File: src/rtl/snes_color_latch.sv
// SNES button to VGA colour latch: synchronises and debounces active-low buttons,
// priority-selects the lowest pressed index and holds its palette colour on registered outputs.
module snes_color_latch #(
    parameter int NUM_BUTTONS     = 6,
    parameter int COLOR_W         = 4,
    parameter int DEBOUNCE_CYCLES = 16,
    parameter logic [NUM_BUTTONS*3*COLOR_W-1:0] PALETTE =
        {12'hFF0, 12'h0F0, 12'h00F, 12'h0FF, 12'hFFF, 12'h000},
    parameter logic [3*COLOR_W-1:0] RESET_COLOR = '0,
    localparam int IDX_W = (NUM_BUTTONS > 1) ? $clog2(NUM_BUTTONS) : 1
) (
    input  logic                   CLK,
    input  logic                   RST,
    input  logic [NUM_BUTTONS-1:0] BTN_N,
    input  logic                   LOCK,
    output logic [COLOR_W-1:0]     RED,
    output logic [COLOR_W-1:0]     GREEN,
    output logic [COLOR_W-1:0]     BLUE,
    output logic [IDX_W-1:0]       IDX,
    output logic                   VALID,
    output logic                   CHANGED,
    output logic [NUM_BUTTONS-1:0] BTN_STABLE_N
);

    localparam int CNT_W = (DEBOUNCE_CYCLES > 1) ? $clog2(DEBOUNCE_CYCLES) : 1;
    localparam logic [CNT_W-1:0] CNT_MAX = CNT_W'(DEBOUNCE_CYCLES - 1);
    localparam int CW3 = 3 * COLOR_W;

    logic [NUM_BUTTONS-1:0] s1_q, s2_q;
    logic [NUM_BUTTONS-1:0] stable_q, stable_d;
    logic [CNT_W-1:0]       cnt_q [NUM_BUTTONS];
    logic [CNT_W-1:0]       cnt_d [NUM_BUTTONS];

    logic [CW3-1:0]   color_q, color_d;
    logic [IDX_W-1:0] idx_q, idx_d;
    logic             valid_q, valid_d;
    logic             changed_q, changed_d;

    logic [NUM_BUTTONS-1:0] pressed;
    logic                   any_pressed;
    logic [IDX_W-1:0]       sel_idx;
    logic [CW3-1:0]         sel_color;

    // A level must disagree with the debounced state for DEBOUNCE_CYCLES edges in a row to flip it.
    always_comb begin
        for (int b = 0; b < NUM_BUTTONS; b++) begin
            stable_d[b] = stable_q[b];
            cnt_d[b]    = '0;
            if (s2_q[b] != stable_q[b]) begin
                if (cnt_q[b] == CNT_MAX) begin
                    stable_d[b] = s2_q[b];
                end else begin
                    cnt_d[b] = cnt_q[b] + 1'b1;
                end
            end
        end
    end

    // Descending scan so the lowest pressed index is the last (winning) assignment.
    always_comb begin
        pressed     = ~stable_q;
        any_pressed = |pressed;
        sel_idx     = '0;
        sel_color   = PALETTE[CW3-1:0];
        for (int i = NUM_BUTTONS - 1; i >= 0; i--) begin
            if (pressed[i]) begin
                sel_idx   = IDX_W'(i);
                sel_color = PALETTE[i*CW3 +: CW3];
            end
        end
    end

    always_comb begin
        color_d   = color_q;
        idx_d     = idx_q;
        valid_d   = valid_q;
        changed_d = 1'b0;
        if (!LOCK && any_pressed) begin
            color_d   = sel_color;
            idx_d     = sel_idx;
            valid_d   = 1'b1;
            changed_d = !valid_q || (sel_idx != idx_q);
        end
    end

    always_ff @(posedge CLK) begin
        if (RST) begin
            s1_q      <= '1;
            s2_q      <= '1;
            stable_q  <= '1;
            for (int b = 0; b < NUM_BUTTONS; b++) begin
                cnt_q[b] <= '0;
            end
            color_q   <= RESET_COLOR;
            idx_q     <= '0;
            valid_q   <= 1'b0;
            changed_q <= 1'b0;
        end else begin
            s1_q      <= BTN_N;
            s2_q      <= s1_q;
            stable_q  <= stable_d;
            for (int b = 0; b < NUM_BUTTONS; b++) begin
                cnt_q[b] <= cnt_d[b];
            end
            color_q   <= color_d;
            idx_q     <= idx_d;
            valid_q   <= valid_d;
            changed_q <= changed_d;
        end
    end

    assign RED          = color_q[CW3-1 -: COLOR_W];
    assign GREEN        = color_q[2*COLOR_W-1 -: COLOR_W];
    assign BLUE         = color_q[COLOR_W-1:0];
    assign IDX          = idx_q;
    assign VALID        = valid_q;
    assign CHANGED      = changed_q;
    assign BTN_STABLE_N = stable_q;

endmodule

File: config.mk
export PLATFORM = sky130hd
export DESIGN_NAME = snes_color_latch
export DESIGN_NICKNAME = d
export VERILOG_FILES = /design/src/rtl/snes_color_latch.sv
export SDC_FILE = /design/constraint.sdc
export NUM_CORES = 1
export LEC_CHECK = 0
export CORE_AREA = 5 5 57 98
export CTS_CLUSTER_DIAMETER = 30
export CTS_CLUSTER_SIZE = 12
export DETAILED_ROUTE_END_ITERATION = 10
export DIE_AREA = 0 0 62 103
export PLACE_DENSITY_LB_ADDON = 0.25
export SLEW_MARGIN = 5
export SYNTH_ARGS = -nofsm -noshare
export SYNTH_HDL_FRONTEND = slang
export SYNTH_SLANG_ARGS = --single-unit
export TNS_END_PERCENT = 30
File: constraint.sdc
create_clock -name CLK -period 1.2 [get_ports CLK]
set_input_delay 0.12 -clock CLK [delete_from_list [all_inputs] [get_ports CLK]]
set_output_delay 0.12 -clock CLK [all_outputs]
set_load 0.02 [all_outputs]
==> results_dict.tcl, run 1 <==
set metrics [dict create \
    hold-path-endpoint "s1_q[3]" \
    power_frac_comb_pct 3.9 \
    p_leak_nw 1.09 \
    syn_area_per_cell_um2 9.90 \
    synthAdderAreaFrac_pct 3.85 \
    post-route-util_pct 57.4 \
    drt_iter0_markers 26 \
    initial_core_util_pct 40.9 \
    r2r-start "cnt_q[1][0]" \
    hold_violations 0 \
    yosysSeqAreaShare_pct 51.3 \
    coreArea_um2 4760 \
    clock_path_buffers 2 \
    path_delay_family "simple AND/OR/NAND/NOR gates" \
    cts_root_buf "clkbuf_8" \
    reg2regPathDepth 4 \
    synth_top_cell_by_area "dfxtp_1" \
    netlist_instances 197 \
    grt_pass1_wl_um 5730 \
    routed_wirelength_um 3510 \
    outcome "finished with violations" \
    cp-startpoint "cnt_q[1][0]" \
    critPathMaxStageDelay_ns 0.42 \
    intPower_mw 2.38 \
    finalNetCount 264 \
    cp_cell_sequence "ha_4, and3_4, or3_4, nor2_2" \
    multi_input_area_um2 1000 \
    switchingPower_mw 0.610 \
    path_buf_inv 0 \
    maxSlewHeadroom_pct 82.4 \
    period_needed_ns 1.24 \
    r2r-end "cnt_q[1][1]" \
    min_path_cells 2 \
    mostFrequentLayoutCells "32 x dfxtp_1, 26 x buf_4, 19 x nor2_1" \
    synth_top_family_by_area "simple AND/OR/NAND/NOR gates" \
    fp-row-count 34 \
    pwr-share-seq_pct 56.6 \
    r2r_slack_ns -0.04 \
    via_per_inst 4.72 \
    swShare_pct 20.4 \
    maxSlewViolCount 0 \
    max_freq_ghz 0.809 \
    synth_compound_area_share_pct 8.47 \
    power.total_mw 2.99 \
    antenna_found_initial 0 \
    ir_drop_v 0.00125 \
    synth_area_leaders "dfxtp_1 51%, xnor2_1 5.8%, nor2_1 5.6%" \
    syn-cell-area_um2 1950 \
    arrival_ns 1.48 \
    grt_pass1_vias 1346 \
    cts.clk_slew.worst_paths_ns 0.09 \
    die_x_um 62 \
    cp_slowest_cell "or3_4" \
    synth_xor_area_share_pct 9.44 \
    ys.warnings.count 0 \
    drc 0 \
    synth_simple_gate_area_share_pct 20.5 \
    violations "setup timing" \
    cts_tree "yes" \
    synth_cell_types 29 \
    cts_hold_buf 0 \
    fillers 440 \
    setup_tns_ns -0.280 \
    drive_gt1_share_pct 40.8 \
    drtPass1Iterations 4 \
    syn-num-nets 212 \
    cts_sinks 50 \
    dieHeight_um 103 \
    io_pins 32 \
    grt_max_degree 17 \
    drv_cap 0 \
    start_kind "register" \
    dp_hpwl_um 2670 \
    worstSetupPathType "reg -> reg" \
    clock_latency_ns 0.30 \
    seq_area_um2 1030 \
    fin_skew_ns 0.00871 \
    setup_viol 20 \
    antenna_left 0 \
    worst_pin_slew_ns 0.262 \
    pwr-share-clk_pct 39.4 \
    worstPathRequired_ns 1.45 \
    grt_usage_pct 12.2 \
    synth_seq_cells 50 \
    postLayoutSetupSlackWorst_ns -0.0363 \
    dieArea_um2 6390 \
    overflow 0 \
    hp-class "in -> reg" \
    port_buffers 31 \
    antenna_cells 0 \
    synth_top_area_share_pct 51.3 \
    p_per_area_nw_per_um2 1090 \
    rsz0062_at_grt "yes" \
    synthMuxAreaShare_pct 0.513 \
    syn_to_final_growth_pct 40.3 \
    tritoncts.num_buffers 5 \
    final_common_cell "dfxtp_1" \
    route.vias.total 1434 \
    hold_start "BTN_N[3]" \
    whs_ns 0.371 \
    wl_per_cell_um 11.6 \
    worst-path-max-fanout 4 \
    gp_congestion 0.713 \
    htreeDepth 2 \
    end_kind "register" \
    fin_crit_sh_pct 103 \
]
worst max path at each step:
stage             endpoint  slack [ns]  cells after the start
6_report       cnt_q[1][1]       -0.04                      4
5_1_grt        cnt_q[2][2]       -0.08                      4
4_1_cts        cnt_q[1][3]       -0.08                      4
3_5_place_dp   cnt_q[4][2]       -0.15                      4
3_3_place_gp   cnt_q[4][2]       -0.13                      4
2_1_floorplan       IDX[0]       -0.06                      5
flip-flops by register name (all words and copies together) (netlist names):
register,flops
s2_q,6
VALID,1
cnt_q,24
color_q,3
BTN_STABLE_N,6
s1_q,6
CHANGED,1
IDX,3
final cells by class:
class / count / area share, %
sequential: 50 / 37.7
clock buffer: 5 / 2.52
tap: 54 / 2.47
inverter: 8 / 1.10
clock inverter: 3 / 1.60
timing repair buffer: 58 / 18.1
multi-input combinational: 126 / 36.6
routing by layer:
layer | vias to the layer above | part of all wire [%] | GRT usage (%)
met5 | - | 0 | 0
met4 | 0 | 2.1 | 5.39
met3 | 8 | 5.7 | 3.76
met2 | 26 | 55 | 21.7
met1 | 655 | 37 | 12.4
li1 | 745 | - | -
kinds of logic (layout without fill, tap and decap cells):
| group | Yosys count | in the layout |
|---|---|---|
| adder cells (fa/ha/maj) | 6 | 6 |
| buffers and inverters | 21 | 74 |
| XOR/XNOR | 21 | 21 |
| flip-flops | 50 | 50 |
| AND/OR/NAND/NOR | 79 | 79 |
| AO/OA/AOI/OAI | 19 | 19 |
| multiplexers | 1 | 1 |
power by group through the flow:
stage | registers, mW | clock network [mW] | logic, mW
4_1_cts | 1.69 | 1.23 | 0.115
2_1_floorplan | 1.73 | 0 | 0.0461
3_5_place_dp | 1.73 | 0 | 0.110
5_1_grt | 1.70 | 1.31 | 0.130
3_3_place_gp | 1.73 | 0 | 0.110
6_report | 1.69 | 1.18 | 0.117
synth_stat cells:
| cell type | instances |
|---|---|
| or2_2 | 12 |
| nor2_1 | 29 |
| o211ai_1 | 1 |
| a2bb2oi_1 | 1 |
| buf_2 | 1 |
| mux2i_1 | 1 |
| inv_1 | 8 |
| a21o_1 | 1 |
| xnor2_1 | 13 |
| xor2_1 | 8 |
| or3_1 | 5 |
| o22ai_1 | 1 |
| or3_4 | 1 |
| a31o_2 | 2 |
| nand2_1 | 8 |
| dfxtp_1 | 50 |
| a211o_1 | 6 |
| buf_4 | 9 |
| clkbuf_1 | 3 |
| a21oi_1 | 4 |
| nand2b_1 | 1 |
| nand3_1 | 9 |
| ha_1 | 6 |
| nor2b_1 | 7 |
| and3_1 | 6 |
| o221ai_2 | 1 |
| a41oi_1 | 1 |
| a31oi_4 | 1 |
| and4_4 | 1 |
through the flow:
stage | worst slack [ns] | std cells | area [um2]
floorplan | -0.0561 | 197 | 1980
global placement | -0.133 | 295 | 2470
detailed placement | -0.153 | 295 | 2470
CTS | -0.0798 | 303 | 2640
global route | -0.0754 | 304 | 2740
finish | -0.0363 | 304 | 2740
worst reg2reg max path, stage by stage, from the launching register on:
cell and delay (ns):
dfxtp_2 0.34, ha_4 0.15, and3_4 0.17, or3_4 0.42, nor2_2 0.09
what timing repair did:
| action | CTS | global route |
|---|---|---|
| buffers inserted | 0 | 1 |
| setup endpoints to repair | 53 | 41 |
| gates resized for setup | 44 | 34 |
| pin swaps | 9 | 9 |
Note: power is estimated with default switching activity, not from simulation.
==> run 2: changes to the inputs <==
--- a/config.mk
+++ b/config.mk
@@ -11,6 +11,7 @@
 export DETAILED_ROUTE_END_ITERATION = 10
 export DIE_AREA = 0 0 62 103
 export PLACE_DENSITY_LB_ADDON = 0.25
+export SKIP_LAST_GASP = 1
 export SLEW_MARGIN = 5
 export SYNTH_ARGS = -nofsm -noshare
 export SYNTH_HDL_FRONTEND = slang
==> results_dict.tcl, run 2 (same netlist as run 1, synthesis figures left out) <==
set metrics [dict create \
    initial_core_util_pct 40.9 \
    start_kind "register" \
    grt_pass1_vias 1341 \
    maxSlewViolCount 0 \
    routed_wirelength_um 3470 \
    drv_cap 0 \
    htreeDepth 2 \
    drc 0 \
    cts_root_buf "clkbuf_8" \
    clock_path_buffers 2 \
    antenna_cells 0 \
    worstPathRequired_ns 1.44 \
    outcome "finished with violations" \
    setup_viol 28 \
    maxSlewHeadroom_pct 82.4 \
    cts_hold_buf 0 \
    via_per_inst 4.68 \
    dieHeight_um 103 \
    cp_slowest_cell "or3_1" \
    overflow 0 \
    largest-register "cnt_q" \
    die_x_um 62 \
    max_freq_ghz 0.761 \
    setup_tns_ns -1.41 \
    drtPass1Iterations 4 \
    end_kind "register" \
    tritoncts.num_buffers 5 \
    wl_per_cell_um 11.4 \
    antenna_left 0 \
    critPathMaxStageDelay_ns 0.41 \
    p_leak_nw 1.18 \
    hold_violations 0 \
    largest_register_ffs 24 \
    port_buffers 31 \
    worstSetupPathType "reg -> reg" \
    violations "setup timing" \
    period_needed_ns 1.31 \
    final_common_cell "dfxtp_1" \
    gp_congestion 0.713 \
    grt_max_degree 17 \
    route.vias.total 1424 \
    dieArea_um2 6390 \
    ir_drop_v 0.00124 \
    antenna_found_initial 0 \
    grt_usage_pct 11.7 \
    drt_iter0_markers 31 \
    cp_cell_sequence "ha_1, and3_1, or3_1, nor2_1" \
    rsz0062_at_grt "yes" \
    mostFrequentLayoutCells "40 x dfxtp_1, 26 x buf_4, 22 x nor2_1" \
    grt_pass1_wl_um 5500 \
    fin_skew_ns 0.00971 \
    worst-path-max-fanout 4 \
    coreArea_um2 4760 \
    worst_pin_slew_ns 0.262 \
    io_pins 32 \
    finalNetCount 264 \
    cts_tree "yes" \
    drive_gt1_share_pct 31.6 \
    cts.clk_slew.worst_paths_ns 0.09 \
    hp-class "in -> reg" \
    fillers 447 \
    fp-row-count 34 \
    fin_crit_sh_pct 110 \
    post-route-util_pct 56.0 \
    clock_latency_ns 0.30 \
    syn_to_final_growth_pct 36.8 \
    postLayoutSetupSlackWorst_ns -0.115 \
    cts_sinks 50 \
    dp_hpwl_um 2670 \
    arrival_ns 1.55 \
    p_per_area_nw_per_um2 1120 \
]
run 2: critical path, delay by kind of cell (launching register included):
family | cells | cell delay (ns)
simple gates | 3 | 0.72
fa+ha+maj | 1 | 0.20
flops | 1 | 0.33
run 2: cell type report:
class	count	area, um2	area share, %
Sequential cell	50	1020	38.1
Multi-Input combinational cell	126	915	34.3
Timing Repair Buffer	58	527	19.7
Clock buffer	5	68.8	2.58
Tap cell	54	67.6	2.53
Clock inverter	3	43.8	1.64
Inverter	8	30.0	1.13
run 2: per-stage QoR:
step | hold WS [ns] | cell area, um2 | worst slack [ns] | cells | total power [mW]
detailed placement | 0.404 | 2470 | -0.153 | 295 | 1.84
global route | 0.355 | 2670 | -0.166 | 304 | 3.13
CTS | 0.360 | 2570 | -0.252 | 303 | 3.03
finish | 0.374 | 2670 | -0.115 | 304 | 2.98
global placement | 0.397 | 2470 | -0.133 | 295 | 1.84
floorplan | 0.224 | 1980 | -0.0561 | 197 | 1.77
run 2: metal layers:
layer  global-route usage, %  wire [um]  vias to the layer above
li1                        -          -                      741
met4                    5.39         75                        0
met2                    21.2       1900                       30
met5                       0          0                        -
met1                    11.5       1290                      645
met3                    3.76        203                        8
run 2: worst paths after layout:
kind | from | to | slack (ns) | depth (start not counted)
hold / removal | BTN_N[3] | s1_q[3] | 0.37 | 2
hold reg to reg | s1_q[0] | s2_q[0] | 0.41 | 1
setup reg to reg | cnt_q[3][1] | cnt_q[3][2] | -0.11 | 4
setup / recovery | cnt_q[3][1] | cnt_q[3][2] | -0.11 | 4
run 2: where the power goes:
group          switching [mW]  internal, mW  leakage (nW)
Sequential             0.0125          1.68         0.406
Combinational          0.0410        0.0714         0.713
Clock                   0.552         0.625        0.0585
Total                   0.605          2.38          1.18
run 2: repair_timing:
action / CTS / global route
pin swaps: 0 / 4
endpoints found under the setup margin: 53 / 50
gates cloned: 0 / 0
buffers inserted: 0 / 1
gates resized for setup: 15 / 28
==> run 3: changes to the inputs <==
--- a/config.mk
+++ b/config.mk
@@ -5,6 +5,7 @@
 export SDC_FILE = /design/constraint.sdc
 export NUM_CORES = 1
 export LEC_CHECK = 0
+export CAP_MARGIN = 40
 export CORE_AREA = 5 5 57 98
 export CTS_CLUSTER_DIAMETER = 30
 export CTS_CLUSTER_SIZE = 12
==> results of run 3 <==
No change in the layout: final DEF, timing and power equal those of run 2.
